## src/rtl/madd_seq_approx_pkg.sv

```systemverilog
// Shared types and helpers for the sequential approximate multiply-add.
package madd_seq_pkg;

  typedef enum logic [1:0] {
    IDLE,
    BUSY,
    DONE
  } state_t;

  localparam int unsigned RW_MAX = 64;

  // Clears columns below trunc inside a 2w-bit result; bits above 2w are zero.
  function automatic logic [RW_MAX-1:0] trunc_mask(input int unsigned w,
                                                   input int unsigned trunc);
    logic [RW_MAX-1:0] m;
    m = '0;
    for (int unsigned i = 0; i < RW_MAX; i++) begin
      m[i] = (i < 2 * w) && (i >= trunc);
    end
    return m;
  endfunction

endpackage

```

## src/rtl/madd_seq_approx_if.sv

```systemverilog
// Operand/result handshake bundle for madd_seq_approx.
interface madd_seq_approx_if #(
  parameter int unsigned W = 4
);
  logic           in_valid;
  logic           in_ready;
  logic [W-1:0]   in_a;
  logic [W-1:0]   in_b;
  logic [W-1:0]   in_c;
  logic           in_approx;
  logic           out_valid;
  logic           out_ready;
  logic [2*W-1:0] out_sum;
  logic [2*W-1:0] out_err;
  logic           out_exceed;
  logic           busy;

  modport master (
    output in_valid, in_a, in_b, in_c, in_approx, out_ready,
    input  in_ready, out_valid, out_sum, out_err, out_exceed, busy
  );

  modport slave (
    input  in_valid, in_a, in_b, in_c, in_approx, out_ready,
    output in_ready, out_valid, out_sum, out_err, out_exceed, busy
  );
endinterface

```

## src/rtl/madd_seq_approx_pp_step.sv

```systemverilog
// One shift-add step: exact and masked partial-product addends for column idx.
module madd_pp_step #(
  parameter int unsigned W  = 4,
  parameter int unsigned IW = $clog2(W)
) (
  input  logic [W-1:0]   i_a,
  input  logic [IW-1:0]  i_idx,
  input  logic           i_bit,
  input  logic [2*W-1:0] i_mask,
  output logic [2*W-1:0] o_add_x,
  output logic [2*W-1:0] o_add_a
);
  logic [2*W-1:0] w_shift;

  always_comb begin
    w_shift = {{W{1'b0}}, i_a} << i_idx;
    o_add_x = i_bit ? w_shift : '0;
    o_add_a = o_add_x & i_mask;
  end
endmodule

```

## src/rtl/madd_seq_approx.sv

```systemverilog
// Iterative a*b+c with optional column truncation and an exact shadow
// accumulator that reports the approximation error against ET.
module madd_seq_approx
  import madd_seq_pkg::*;
#(
  parameter int unsigned W          = 4,
  parameter int unsigned TRUNC      = 2,
  parameter int unsigned ET         = 2,
  parameter int unsigned EARLY_EXIT = 0
) (
  input logic               clk,
  input logic               rst,
  madd_seq_approx_if.slave  bus
);
  localparam int unsigned RW = 2 * W;
  localparam int unsigned IW = $clog2(W);
  localparam logic [RW-1:0] MASK = RW'(trunc_mask(W, TRUNC));

  state_t          r_state;
  logic [W-1:0]    r_a;
  logic [W-1:0]    r_bsh;
  logic            r_approx;
  logic [IW-1:0]   r_idx;
  logic [RW-1:0]   r_acc_x;
  logic [RW-1:0]   r_acc_a;
  logic [RW-1:0]   r_sum;
  logic [RW-1:0]   r_err;
  logic            r_exceed;

  logic [RW-1:0]   w_mask;
  logic [RW-1:0]   w_add_x;
  logic [RW-1:0]   w_add_a;
  logic [RW-1:0]   w_nx_x;
  logic [RW-1:0]   w_nx_a;
  logic [RW-1:0]   w_nx_err;
  logic            w_last;

  madd_pp_step #(.W(W), .IW(IW)) u_step (
    .i_a     (r_a),
    .i_idx   (r_idx),
    .i_bit   (r_bsh[0]),
    .i_mask  (w_mask),
    .o_add_x (w_add_x),
    .o_add_a (w_add_a)
  );

  always_comb begin
    w_mask   = r_approx ? MASK : '1;
    w_nx_x   = r_acc_x + w_add_x;
    w_nx_a   = r_acc_a + w_add_a;
    w_nx_err = w_nx_x - w_nx_a;
    // Early exit looks at the multiplier bits still to come after this step.
    w_last   = (r_idx == IW'(W - 1)) ||
               ((EARLY_EXIT != 0) && ((r_bsh >> 1) == '0));
  end

  always_ff @(posedge clk) begin
    if (rst) begin
      r_state  <= IDLE;
      r_a      <= '0;
      r_bsh    <= '0;
      r_approx <= 1'b0;
      r_idx    <= '0;
      r_acc_x  <= '0;
      r_acc_a  <= '0;
      r_sum    <= '0;
      r_err    <= '0;
      r_exceed <= 1'b0;
    end else begin
      case (r_state)
        IDLE: begin
          if (bus.in_valid) begin
            r_a      <= bus.in_a;
            r_bsh    <= bus.in_b;
            r_approx <= bus.in_approx;
            r_acc_x  <= {{W{1'b0}}, bus.in_c};
            r_acc_a  <= {{W{1'b0}}, bus.in_c};
            r_idx    <= '0;
            r_state  <= BUSY;
          end
        end
        BUSY: begin
          r_acc_x <= w_nx_x;
          r_acc_a <= w_nx_a;
          r_bsh   <= r_bsh >> 1;
          r_idx   <= r_idx + 1'b1;
          if (w_last) begin
            r_sum    <= w_nx_a;
            r_err    <= w_nx_err;
            r_exceed <= (w_nx_err > RW'(ET));
            r_state  <= DONE;
          end
        end
        DONE: begin
          if (bus.out_ready) begin
            r_state <= IDLE;
          end
        end
        default: r_state <= IDLE;
      endcase
    end
  end

  assign bus.in_ready   = (r_state == IDLE);
  assign bus.out_valid  = (r_state == DONE);
  assign bus.busy       = (r_state != IDLE);
  assign bus.out_sum    = r_sum;
  assign bus.out_err    = r_err;
  assign bus.out_exceed = r_exceed;
endmodule

```

## src/flat_wrapper.sv

```systemverilog
// flat-port wrapper written by rule: the top's interface ports become plain ports
module madd_seq_approx_flat import madd_seq_pkg::*;
#(
  parameter int unsigned W          = 4,
  parameter int unsigned TRUNC      = 2,
  parameter int unsigned ET         = 2,
  parameter int unsigned EARLY_EXIT = 0
)
  (clk, rst, bus_in_valid, bus_in_a, bus_in_b, bus_in_c, bus_in_approx, bus_out_ready, bus_in_ready, bus_out_valid, bus_out_sum, bus_out_err, bus_out_exceed, bus_busy);
  madd_seq_approx_if #(.W(W)) bus_i ();
  input logic clk;
  input logic rst;
  input wire logic [$bits(bus_i.in_valid)-1:0] bus_in_valid;
  input wire logic [$bits(bus_i.in_a)-1:0] bus_in_a;
  input wire logic [$bits(bus_i.in_b)-1:0] bus_in_b;
  input wire logic [$bits(bus_i.in_c)-1:0] bus_in_c;
  input wire logic [$bits(bus_i.in_approx)-1:0] bus_in_approx;
  input wire logic [$bits(bus_i.out_ready)-1:0] bus_out_ready;
  output wire logic [$bits(bus_i.in_ready)-1:0] bus_in_ready;
  output wire logic [$bits(bus_i.out_valid)-1:0] bus_out_valid;
  output wire logic [$bits(bus_i.out_sum)-1:0] bus_out_sum;
  output wire logic [$bits(bus_i.out_err)-1:0] bus_out_err;
  output wire logic [$bits(bus_i.out_exceed)-1:0] bus_out_exceed;
  output wire logic [$bits(bus_i.busy)-1:0] bus_busy;
  assign bus_i.in_valid = bus_in_valid;
  assign bus_i.in_a = bus_in_a;
  assign bus_i.in_b = bus_in_b;
  assign bus_i.in_c = bus_in_c;
  assign bus_i.in_approx = bus_in_approx;
  assign bus_i.out_ready = bus_out_ready;
  assign bus_in_ready = bus_i.in_ready;
  assign bus_out_valid = bus_i.out_valid;
  assign bus_out_sum = bus_i.out_sum;
  assign bus_out_err = bus_i.out_err;
  assign bus_out_exceed = bus_i.out_exceed;
  assign bus_busy = bus_i.busy;
  madd_seq_approx #(.W(W), .TRUNC(TRUNC), .ET(ET), .EARLY_EXIT(EARLY_EXIT)) u_core (.clk(clk), .rst(rst), .bus(bus_i));
endmodule
```

## config.mk

```make
export PLATFORM = sky130hd
export DESIGN_NAME = madd_seq_approx_flat
export DESIGN_NICKNAME = d
export VERILOG_FILES = /design/src/rtl/madd_seq_approx_pkg.sv /design/src/rtl/madd_seq_approx_if.sv /design/src/rtl/madd_seq_approx_pp_step.sv /design/src/rtl/madd_seq_approx.sv /design/src/flat_wrapper.sv
export SDC_FILE = /design/constraint.sdc
export NUM_CORES = 1
export LEC_CHECK = 0
export CAP_MARGIN = 5
export CORE_MARGIN = 3
export CORE_UTILIZATION = 31
export CTS_CLUSTER_SIZE = 28
export DETAILED_ROUTE_END_ITERATION = 10
export GPL_TIMING_DRIVEN = 0
export HOLD_SLACK_MARGIN = 0.03
export SETUP_SLACK_MARGIN = 0.05
export SKIP_CTS_REPAIR_TIMING = 1
export SYNTH_ARGS = -nofsm -noshare
export SYNTH_HDL_FRONTEND = slang
export SYNTH_SLANG_ARGS = --single-unit
```

## constraint.sdc

```tcl
create_clock -name clk -period 7.9 [get_ports clk]
set_input_delay 1.975 -clock clk [delete_from_list [all_inputs] [get_ports clk]]
set_output_delay 1.975 -clock clk [all_outputs]
set_load 0.005 [all_outputs]
```

==> key figures, run 1 <==
Floorplanning
  – Initial core utilization: 32.28%
  – Die width: 102.0 um
  – Total die area: 0.01040 mm^2
  – Chip height: 102.0 um
  – Io pins: 37
  – Row count: 34
  – Core Area: 0.008848 mm^2

Yosys
  – Avg Cell Area, Syn: 8.046 um^2
  – EDFF count, synth: 0
  – Netlist cell types: 57
  – Post-Synthesis Cells: 355
  – Post-synth ARST share: 0%
  – Main synth FF type: dfxtp_1
  – Sequential element share of the synthesized area: 32.24%
  – Post-Syn Nets: 394
  – Yosys warns: 0
  – Synth Cell Area: 0.002856 mm^2
  – Yosys reg bits: 46

Routing
  – Final WL: 7.354 mm
  – Starting DRC count in detailed routing: 113
  – Top sig layer: met4
  – Via-to-Cell Ratio: 5.057
  – Post-route ant nets: 0
  – Via count: 2,559
  – Routed length on met1: 3.525 mm
  – DRC violation count after routing: 0
  – Met3 Wirelength: 374 um
  – Met2 wire length: 3.407 mm
  – Router iterations before antenna repair: 4
  – WL/cell: 14.53 um

Critical path
  – Critical path, cell by cell: clkbuf_1, nand2b_1, nor3_1, ha_1, fa_1, inv_1, fa_1, a21o_1, and4_1, a311oi_1, o221ai_1, a31oi_1, o211ai_1, a31o_1, a31oi_1
  – Worst Setup End Kind: register
  – Critical Path RT: 8140 ps
  – CP startpoint: u_core.r_idx[0]
  – FF-to-FF Start: u_core.r_idx[0]
  – R2R Setup Slk: 3830 ps
  – Setup Crit Path Kind: register to register
  – Slowest cell delay on critical path: 560 ps
  – Critical path fanouts, max: 8
  – Worst Path Arrival: 4310 ps
  – CP max stage cell: fa_1
  – CP startpoint kind: register

Layout
  – Fillers: 931
  – Most frequent cells in the layout: 64 x nand2_1, 46 x dfxtp_1, 38 x nor2_1
  – Final net count: 436
  – Most common cell after layout, fill and taps aside: nand2_1
  – Diode count: 0
  – P&R area growth vs syn: 20.81%
  – Share of cells above drive strength 1: 6.281%

Power and ir drop
  – Maximum VDD drop: 0.08062 mV
  – Lkg Pwr: 1.338 nW
  – Pwr/cell area: 156.5 mW/mm^2

Global route
  – GRT overflow: 0
  – Total track usage: 14.72%
  – Initial antenna violation count: 0
  – First-pass GRT wire length: 12.03 mm
  – Vias in the first global route: 2,418
  – Pin count of the biggest net entering global routing: 15

Status
  – Status: complete, no violations

Place
  – Gp weighted congestion: 0.8598
  – # port buffers: 35
  – Final HPWL DP: 5.682 mm

Timing
  – Maximum clock frequency: 0.2455 GHz
  – Hold_ws: 457.8 ps
  – Setup Total Neg Slack: 0 ps
  – Slew @ Worst Pin: 660.3 ps
  – Final slew viol count: 0
  – Slew headroom: 55.82%
  – RSZ-0062 raised after global routing: false
  – Max Clock Skew: 5.806 ps
  – Final Cycle Share: 51.57%
  – Final hold viol count: 0
  – Final setup viols: 0
  – Post-route minimum period: 4074 ps

Hold path
  – HP Class: register to register
  – Hold path start: u_core.bus.out_err[1]

CTS
  – CTS tree: done
  – Total CTS buffers: 5
  – Root Driver: clkbuf_8
  – Htree depth: 2
  – Clock network latency to the later pin of the worst-skew pair: 300 ps
  – Clock sink count: 46
  – Max clock buf depth: 2
  – Worst-path clk slew: 90 ps

Run
  – Max-cap violations: 0
[worst paths after layout]
| check | depth (start not counted) | to |
|---|---|---|
| worst min-delay path | 2 | u_core.bus.out_err[1] |
| worst max register to register | 15 | u_core.bus.out_exceed |
| worst min register to register | 2 | u_core.bus.out_err[1] |
| worst max-delay path | 15 | u_core.bus.out_exceed |
[synthesized netlist by cell type, types with 2 or more instances]
cell type	n	area, um^2
a211o_1	2	17.52
a211oi_1	10	75.07
a21o_1	6	45.04
a21oi_1	37	185.2
a221oi_1	2	17.52
a22oi_1	2	15.01
a311oi_1	4	35.03
a31oi_1	7	43.79
and2_1	3	18.77
clkbuf_1	14	52.55
clkbuf_8	3	41.29
dfxtp_1	46	920.9
fa_1	3	60.06
ha_1	19	237.7
inv_1	12	45.04
mux2i_1	2	20.02
nand2_1	64	240.2
nand2b_1	5	31.28
nand3_1	11	55.05
nor2_1	38	142.6
nor2b_1	3	18.77
nor3_1	5	25.02
o211ai_1	2	15.01
o21a_1	3	22.52
o21ai_0	4	20.02
o21ai_1	2	10.01
or2_1	2	12.51
or2_2	3	18.77
xnor2_1	10	87.58
xor2_1	4	35.03
[metal layers]
layer | vias to the layer above | global-route usage [%]
met5 | - | 0
met3 | 5 | 2.594
met1 | 1179 | 20.16
met4 | 0 | 3.027
li1 | 1326 | -
met2 | 49 | 24.39
[state kept, by name (all words and copies together), names as in the netlist]
| signal | count |
|---|---|
| u_core.r_a | 4 |
| u_core.bus.out_exceed | 1 |
| u_core.r_approx | 1 |
| u_core.bus.out_err | 8 |
| u_core.r_bsh | 4 |
| u_core.r_state | 2 |
| u_core.r_acc_a | 8 |
| u_core.r_idx | 2 |
| u_core.bus.out_sum | 8 |
| u_core.r_acc_x | 8 |
[kinds of logic after synthesis]
family	synth area share [%]
AOI/OAI and AO/OA	22.38
xor gates and xnor gates	5.826
adders and majority gates	10.43
buffers and inverters	5.782
DFF	32.24
muxes	1.883
and+or+nand+nor	21.46
[report_power, final]
group | switching [mW] | total (mW) | internal [mW]
logic | 0.0672 | 0.117 | 0.0502
clock network | 0.0839 | 0.177 | 0.0933
registers | 0.00588 | 0.245 | 0.240
total | 0.157 | 0.540 | 0.383
[critical path: cells and delay by family, from the launching register on]
family	cells	cell delay [ps]
fa+ha+maj	3	1240
simple gates	3	490
buf+inv	2	410
flops	1	340
compound gates	7	1530
[metrics by stage]
step / utilization (%) / worst slack, ps / std cells / power [mW] / instance area (um^2)
3_5_place_dp: 37.77 / 3866 / 498 / 0.3675 / 3342
6_report: 39.00 / 3826 / 506 / 0.5400 / 3451
3_3_place_gp: 37.77 / 3932 / 498 / 0.3656 / 3342
4_1_cts: 39.00 / 3839 / 506 / 0.5457 / 3451
5_1_grt: 39.00 / 3505 / 506 / 0.5702 / 3451
2_1_floorplan: - / 4271 / 355 / 0.3337 / 2856
[layout make-up]
cell class	instances	area [um^2]	area share, %
Multi-Input combinational cell	278	1770	51.31
Sequential cell	46	920.9	26.69
Timing Repair Buffer	35	350.3	10.15
Tap cell	108	135.1	3.916
Buffer	18	102.6	2.973
Clock buffer	5	68.82	1.994
Inverter	13	62.56	1.813
Clock inverter	3	40.04	1.160
(Power assumes the default switching activity.)
==> run 2, diff against run 1 <==
==> constraint.sdc (replaced) <==
create_clock -name clk -period 4 [get_ports clk]
set_input_delay 1 -clock clk [delete_from_list [all_inputs] [get_ports clk]]
set_output_delay 1 -clock clk [all_outputs]
set_load 0.005 [all_outputs]
==> run 2 against run 1 <==
Net effect:
- sequential cell count unchanged
- setup slack lost 3600 ps
- count of clock-buffer cells in the layout unchanged
- sequential power up 98%
- largest cell class unchanged
- highest routed layer unchanged
==> key figures, run 2 (synthesized netlist as in run 1, its figures left out) <==
CTS
  – Worst-path clk slew: 90 ps
  – Total CTS buffers: 5
  – Clock sink count: 46
  – Max clock buf depth: 2
  – Clock network latency to the later pin of the worst-skew pair: 310 ps
  – Htree depth: 2
  – CTS tree: done
  – Root Driver: clkbuf_8

Critical path
  – Cell family with most CP delay: compound AO/OA/AOI/OAI gates
  – Critical path, cell by cell: buf_2, mux4_2, and2_1, ha_1, a21oi_2, nand2_2, a21o_1, a21oi_2, xnor2_2, inv_1, ha_1, inv_1, a21oi_1, a31oi_1, o211ai_1, a31o_1, a31oi_1
  – Worst Path Arrival: 4050 ps
  – R2R Setup Slk: 190 ps
  – Worst Setup End Kind: register
  – Slowest cell delay on critical path: 520 ps
  – Critical Path RT: 4240 ps
  – Critical path fanouts, max: 8
  – CP startpoint kind: register
  – CP max stage cell: mux4_2
  – Worst path bufs/invs: 3
  – Setup Crit Path Kind: register to register

Power and ir drop
  – Pint: 767.5 uW
  – Logic pwr share: 22.9%
  – Pwr/cell area: 308.4 mW/mm^2
  – Lkg Pwr: 1.364 nW
  – Maximum VDD drop: 0.1595 mV
  – Clock power frac: 32.3%
  – Switching power: 316.9 uW
  – Net Sw Frac: 29.23%
  – Reg power frac: 44.7%

Timing
  – Final slew viol count: 0
  – RSZ-0062 raised after global routing: true
  – Setup Total Neg Slack: 0 ps
  – Final hold viol count: 0
  – Slew headroom: 53.75%
  – Slew @ Worst Pin: 691.2 ps
  – Fin worst setup slack: 192.2 ps
  – Post-route minimum period: 3808 ps
  – Maximum clock frequency: 0.2626 GHz
  – Final setup viols: 0
  – Final Cycle Share: 95.20%
  – Max Clock Skew: 4.402 ps

Place
  – # port buffers: 35
  – Gp weighted congestion: 0.8598
  – Pre-CTS setup slack: -34.03 ps
  – Final HPWL DP: 5.682 mm

Layout
  – Most frequent cells in the layout: 63 x nand2_1, 46 x dfxtp_1, 38 x nor2_1
  – Multi-input logic area: 0.001826 mm^2
  – Share of cells above drive strength 1: 9.774%
  – Register area: 920.9 um^2
  – P&R area growth vs syn: 23.08%
  – Final net count: 437
  – Fillers: 918
  – Diode count: 0
  – Final Util: 39.73%
  – Most common cell after layout, fill and taps aside: nand2_1

Routing
  – Post-route ant nets: 0
  – Via-to-Cell Ratio: 5.101
  – Starting DRC count in detailed routing: 90
  – Final WL: 7.514 mm
  – Met3 Wirelength: 363 um
  – Via count: 2,586
  – Routed length on met1: 3.616 mm
  – Router iterations before antenna repair: 4
  – Top sig layer: met4
  – WL/cell: 14.82 um
  – DRC violation count after routing: 0
  – Met2 wire length: 3.468 mm

Global route
  – Pin count of the biggest net entering global routing: 15
  – Initial antenna violation count: 0
  – Total track usage: 14.72%
  – First-pass GRT wire length: 12.03 mm
  – Vias in the first global route: 2,418
  – GRT overflow: 0

Floorplanning
  – Core Area: 0.008848 mm^2
  – Die width: 102.0 um
  – Total die area: 0.01040 mm^2
  – Io pins: 37
  – Row count: 34
  – Chip height: 102.0 um
  – Initial core utilization: 32.28%

Hold path
  – HP Class: register to register

Status
  – Status: complete, no violations

Run
  – Max-cap violations: 0
run 2: through the flow:
step | power, mW | cell area, um^2 | hold WS (ps) | cells
after floorplan | 0.6590 | 2856 | 436.2 | 355
after global placement | 0.7221 | 3342 | 444.2 | 498
after detailed placement | 0.7258 | 3342 | 448.7 | 498
after CTS | 1.078 | 3451 | 462.0 | 506
after global routing | 1.143 | 3516 | 474.3 | 507
final | 1.084 | 3516 | 458.6 | 507
run 2: final cells by class:
| class | instances | share of cell area [%] |
|---|---|---|
| timing repair buffer | 36 | 10.18 |
| inverter | 13 | 1.779 |
| multi-input combinational | 278 | 51.92 |
| buffer | 18 | 2.989 |
| tap | 108 | 3.843 |
| clock buffer | 5 | 1.957 |
| clock inverter | 3 | 1.139 |
| sequential | 46 | 26.19 |
run 2: worst paths after layout:
path	from	depth (start not counted)	to
setup / recovery	u_core.r_idx[0]	17	u_core.bus.out_exceed
hold / removal	u_core.bus.out_err[1]	2	u_core.bus.out_err[1]
hold reg to reg	u_core.bus.out_err[1]	2	u_core.bus.out_err[1]
setup reg to reg	u_core.r_idx[0]	17	u_core.bus.out_exceed
run 2: power by group through the flow:
stage	Clock (mW)	Sequential (mW)	Combinational, mW
after floorplan	0	0.492	0.167
after global placement	0	0.495	0.227
after detailed placement	0	0.495	0.230
after CTS	0.361	0.485	0.232
after global routing	0.378	0.487	0.278
final	0.351	0.485	0.249
run 2: routing by layer:
layer  global-route usage [%]  vias to the layer above
met2                    24.39                       48
met3                    2.594                        9
met5                        0                        -
met1                    20.16                     1198
met4                    3.027                        0
li1                         -                     1331
run 2: worst reg2reg max path: stages (launching register included):
cell,delay (ps)
dfxtp_1,340
buf_2,210
mux4_2,520
and2_1,200
ha_1,380
a21oi_2,190
nand2_2,120
a21o_1,210
a21oi_2,180
xnor2_2,170
inv_1,80
ha_1,320
inv_1,100
a21oi_1,50
a31oi_1,190
o211ai_1,140
a31o_1,200
a31oi_1,150
